<file path="src/rtl/transpose_writeback.sv">
// Column-in / row-out tile transposer with a double-buffered tile store.
// Columns fill the write half while the read half streams rows to memory.
module transpose_writeback #(
    parameter int FETCH_WIDTH = 4,
    parameter int PIXEL_WIDTH = 1
) (
    input  logic                               clk,
    input  logic                               rst,
    input  logic [FETCH_WIDTH*PIXEL_WIDTH-1:0] col_pixels,
    input  logic                               col_valid,
    output logic                               col_ready,
    input  logic                               flush,
    output logic [FETCH_WIDTH*PIXEL_WIDTH-1:0] mem_data,
    output logic [FETCH_WIDTH-1:0]             mem_valid_mask,
    output logic                               mem_valid,
    input  logic                               mem_ready
);

    localparam int IW = $clog2(FETCH_WIDTH);
    localparam int CW = IW + 1;

    // Handshakes: a column transfers on the rising edge where col_valid && col_ready;
    // a row transfers where mem_valid && mem_ready, and mem_* hold steady while stalled.

    logic [PIXEL_WIDTH-1:0] tile [2][FETCH_WIDTH][FETCH_WIDTH];

    logic [IW-1:0] col_index;
    logic [IW-1:0] row_index;
    logic          switch_flag;
    logic          pending;
    logic          read_full;
    logic [CW-1:0] pend_count;
    logic [CW-1:0] read_count;

    logic          accept;
    logic          last_col;
    logic          close_col;
    logic          close_idle;
    logic          close_now;
    logic [CW-1:0] close_count;
    logic          row_hs;
    logic          read_done;
    logic          read_free;
    logic          swap;

    assign col_ready = !pending;
    assign mem_valid = read_full;

    always_comb begin
        accept      = col_valid && col_ready;
        last_col    = (col_index == IW'(FETCH_WIDTH - 1));
        close_col   = accept && (last_col || flush);
        // An idle flush only matters when a partial tile is actually open.
        close_idle  = !col_valid && flush && (col_index != '0) && !pending;
        close_now   = close_col || close_idle;
        close_count = close_col ? ({1'b0, col_index} + CW'(1)) : {1'b0, col_index};
        row_hs      = read_full && mem_ready;
        read_done   = row_hs && (row_index == IW'(FETCH_WIDTH - 1));
        read_free   = !read_full || read_done;
        swap        = (pending || close_now) && read_free;
    end

    always_ff @(posedge clk or posedge rst) begin
        if (rst) begin
            col_index   <= '0;
            row_index   <= '0;
            switch_flag <= 1'b0;
            pending     <= 1'b0;
            read_full   <= 1'b0;
            pend_count  <= '0;
            read_count  <= '0;
        end else begin
            if (close_now) begin
                col_index <= '0;
            end else if (accept) begin
                col_index <= col_index + IW'(1);
            end

            if (swap) begin
                switch_flag <= ~switch_flag;
                read_full   <= 1'b1;
                read_count  <= pending ? pend_count : close_count;
                row_index   <= '0;
                pending     <= 1'b0;
            end else begin
                if (close_now) begin
                    pending    <= 1'b1;
                    pend_count <= close_count;
                end
                if (read_done) begin
                    read_full <= 1'b0;
                    row_index <= '0;
                end else if (row_hs) begin
                    row_index <= row_index + IW'(1);
                end
            end
        end
    end

    // Pixel storage carries no reset; occupancy flags alone decide what is live.
    always_ff @(posedge clk) begin
        if (accept) begin
            for (int i = 0; i < FETCH_WIDTH; i++) begin
                tile[switch_flag][i][col_index] <= col_pixels[i*PIXEL_WIDTH +: PIXEL_WIDTH];
            end
        end
    end

    always_comb begin
        mem_data       = '0;
        mem_valid_mask = '0;
        for (int j = 0; j < FETCH_WIDTH; j++) begin
            if (read_full && (CW'(j) < read_count)) begin
                mem_valid_mask[j]                      = 1'b1;
                mem_data[j*PIXEL_WIDTH +: PIXEL_WIDTH] = tile[~switch_flag][row_index][j];
            end
        end
    end

endmodule

</file>
<file path="config.mk">
export PLATFORM = sky130hd
export DESIGN_NAME = transpose_writeback
export DESIGN_NICKNAME = d
export VERILOG_FILES = /design/src/rtl/transpose_writeback.sv
export SDC_FILE = /design/constraint.sdc
export NUM_CORES = 1
export LEC_CHECK = 0
export CORE_ASPECT_RATIO = 2
export CORE_MARGIN = 2
export CORE_UTILIZATION = 45
export DETAILED_ROUTE_END_ITERATION = 12
export GPL_TIMING_DRIVEN = 0
export PLACE_DENSITY = 0.75
export SLEW_MARGIN = 20
export SYNTH_ARGS = -nofsm -noshare
export SYNTH_HDL_FRONTEND = slang
export SYNTH_SLANG_ARGS = --single-unit
</file>
<file path="constraint.sdc">
create_clock -name clk -period 2.05 [get_ports clk]
set_input_delay 0.3075 -clock clk [delete_from_list [all_inputs] [get_ports clk]]
set_output_delay 0.3075 -clock clk [all_outputs]
set_load 0.05 [all_outputs]
</file>
==> impl_metrics.ini <==
[outcome]
status = finished with violations
violations = setup timing

[sta]
hold_viol_final = 0
layout_min_cycle_time_ns = 2.14
slew_viol_final = 0
fmax_mhz = 467
fin_crit_sh_pct = 104
hold_slack_ns = 0.327
worst_pin_slew_ns = 0.508
skew_ns = 0.00461
setup_viol = 4
rsz0062_at_grt = true
layout_setup_ws_ns = -0.0900
slew_headroom_pct = 66.1

[drt]
drtAntennaViolNets = 0
post-route-drc-count = 0
wl_um = 4410
drt_first_pass_iters = 4
num_vias = 1354
dr.first_iter.drc_count = 26
wire_per_inst_um = 18.9
viasPerCell = 5.81

[clock_tree]
clkSinkCount = 45
cts_tree = yes
cts_inserted_buffers = 5
root_buffer = clkbuf_8
ctsHoldBuffers = 0
cts-htree-levels = 2
clockBufferDepth = 2
path_clk_slew_ns = 0.09
clk-insertion-delay-late_ns = 0.30

[synthesis]
syn_inst = 150
ys_types = 43
seq_area_frac_synth_pct = 59.7
synth_nets = 164
synth_area_per_cell_um2 = 14.4
ys_ff_latch = 45
syn_area_mm2 = 0.00215
yosys_warnings = 0

[pwr]
power_leakage_nw = 0.976
pwr-share-comb_pct = 51.3
p_seq_share_pct = 31.1
p_per_area_mw_per_mm2 = 1500
ir_drop_v = 0.00122
p_int_w = 0.00237
p_switching_w = 0.00158
p_sw_share_pct = 40.0
power_w = 0.00395
p_clk_share_pct = 17.6

[placed_design]
gp_congestion = 0.845
hpwl_um = 3220
port_buffers = 18
dpl_cell_area_mm2 = 0.00244
place_inst = 223
dp_slack_ns = -0.447

[floorplanning]
rows = 35
start_util_pct = 46.9
dieArea_mm2 = 0.00539
dieWidth_um = 52.9
io_pins = 19
dieHeight_um = 102
core_area_mm2 = 0.00460

[worst_setup_path]
cp.required_ns = 1.74
worstSetupPathType = reg -> out
critPathCaptureType = output pin
crit_path_start_kind = flip-flop
arrival_ns = 1.83
worstPathMaxFanout = 8

[cells_and_area]
syn2layout_area_growth_pct = 22.2
final_area_mm2 = 0.00263
final_cells = 233
drive_gt1_share_pct = 26.4
final_common_cell = edfxtp_1
fillCellCount = 351
antenna_cells = 0
final_cell_mix = edfxtp_1, dfrtp_1, clkdlybuf4s50_1
nNetsFinal = 191

[global_route]
grt_pass1_wl_um = 7020
grt_max_degree = 17
grt_pass1_vias = 1425
grt_usage_pct = 18.4
antenna_found_initial = 0
grt_overflow = 0

[run]
maxCapViolCount = 0

[worst_hold_path]
hold_path_class = in -> async
power by group through the flow:
stage | combinational [W] | clock [W] | sequential [W]
floorplan | 0.00138 | 0 | 0.00121
CTS | 0.00203 | 0.000697 | 0.00122
finish | 0.00202 | 0.000697 | 0.00123
global placement | 0.00179 | 0 | 0.00122
detailed placement | 0.00185 | 0 | 0.00124
global route | 0.00215 | 0.000733 | 0.00124
cells in the mapped netlist, drive strengths merged:
master   n  area, um2
a21o     2       15.0
buf      7       56.3
nand3    4       20.0
o21a     4       30.0
edfxtp  32        961
and2     1       6.26
o21ai    4       20.0
a22o     1       8.76
nor3     2       10.0
a21boi   1       7.51
o22ai    1       6.26
mux4     8        180
nor3b    2       20.0
a211oi   1       12.5
nand3b   1       7.51
dfrtp   13        325
and3     4       25.0
o32ai    1       8.76
nor2b    9       56.3
and4     1       8.76
a31oi    2       12.5
a21oi    2       10.0
ha       5       62.6
a21bo    1       10.0
a32o     3       30.0
inv      5       18.8
mux2     1       15.0
xnor2    1       8.76
clkbuf   2       8.75
nand2b   3       18.8
nor4     1       12.5
a41oi    2       17.5
nand2    6       22.5
nor2     7       26.3
or3      2       17.5
mux2i    6       60.1
o221ai   1       8.76
o31a     1       8.76
routing by layer:
layer | wire length, um | global-route usage (%) | up-vias
met3 | 110 | 2.63 | 11
met2 | 2530 | 33.8 | 33
met4 | 102 | 8.09 | 0
li1 | - | - | 630
met1 | 1660 | 20.4 | 680
met5 | 0 | 0 | -
cell families after synthesis:
family | after synthesis | share of synthesized area [%]
AO/OA/AOI/OAI | 27 | 9.58
XOR/XNOR | 1 | 0.407
adder cells (fa/ha/maj) | 5 | 2.90
buffers and inverters | 14 | 3.89
flip-flops | 45 | 59.7
multiplexers | 15 | 11.8
AND/OR/NAND/NOR | 43 | 11.7
cell type report:
class,instances,area (um2),area share (%)
buffer,9,73.8,2.80
clock buffer,5,68.8,2.61
clock inverter,3,50.0,1.90
inverter,5,18.8,0.713
multi-input combinational,91,868,33.0
sequential,45,1290,48.9
tap,55,68.8,2.61
timing repair buffer,20,198,7.51
state kept, by name (all words and copies together), names as in the netlist:
name	count
switch_flag	1
mem_valid	1
read_count	3
tile	32
pend_count	3
row_index	2
pending	1
col_index	2
final timing paths:
path | start | end | slack [ns] | depth (start not counted)
max in group asynchronous | rst | read_count[1]$_DFFE_PP0P_ | 1.38 | 2
worst max register to register | col_index[0]$_DFFE_PP0P_ | read_count[2]$_DFFE_PP0P_ | 0.07 | 5
worst min-delay path | rst | pend_count[1]$_DFFE_PP0P_ | 0.33 | 2
min in group clk | pend_count[2]$_DFFE_PP0P_ | pend_count[2]$_DFFE_PP0P_ | 0.52 | 2
worst max-delay path | switch_flag$_DFFE_PP0P_ | mem_data[3] | -0.09 | 6
worst min register to register | pend_count[2]$_DFFE_PP0P_ | pend_count[2]$_DFFE_PP0P_ | 0.52 | 2
per-stage QoR:
step | setup TNS [ns] | utilization, %
2_1_floorplan | -0.0551 | -
3_3_place_gp | -2.23 | 53.0
3_5_place_dp | -4.08 | 53.0
4_1_cts | -0.312 | 57.2
5_1_grt | -0.414 | 57.3
6_report | -0.200 | 57.3
worst max-delay path, stage by stage, from the launching register on:
cell	delay, ns
dfrtp_1	0.37
buf_8	0.16
buf_6	0.11
mux4_2	0.51
mux2i_4	0.18
nor2b_4	0.06
buf_6	0.15
what timing repair did:
item                       4_1_cts  5_1_grt
setup buffers                    2        0
resized for setup               44        1
setup endpoints to repair        9        4
Power figures use the tool's default switching activity.
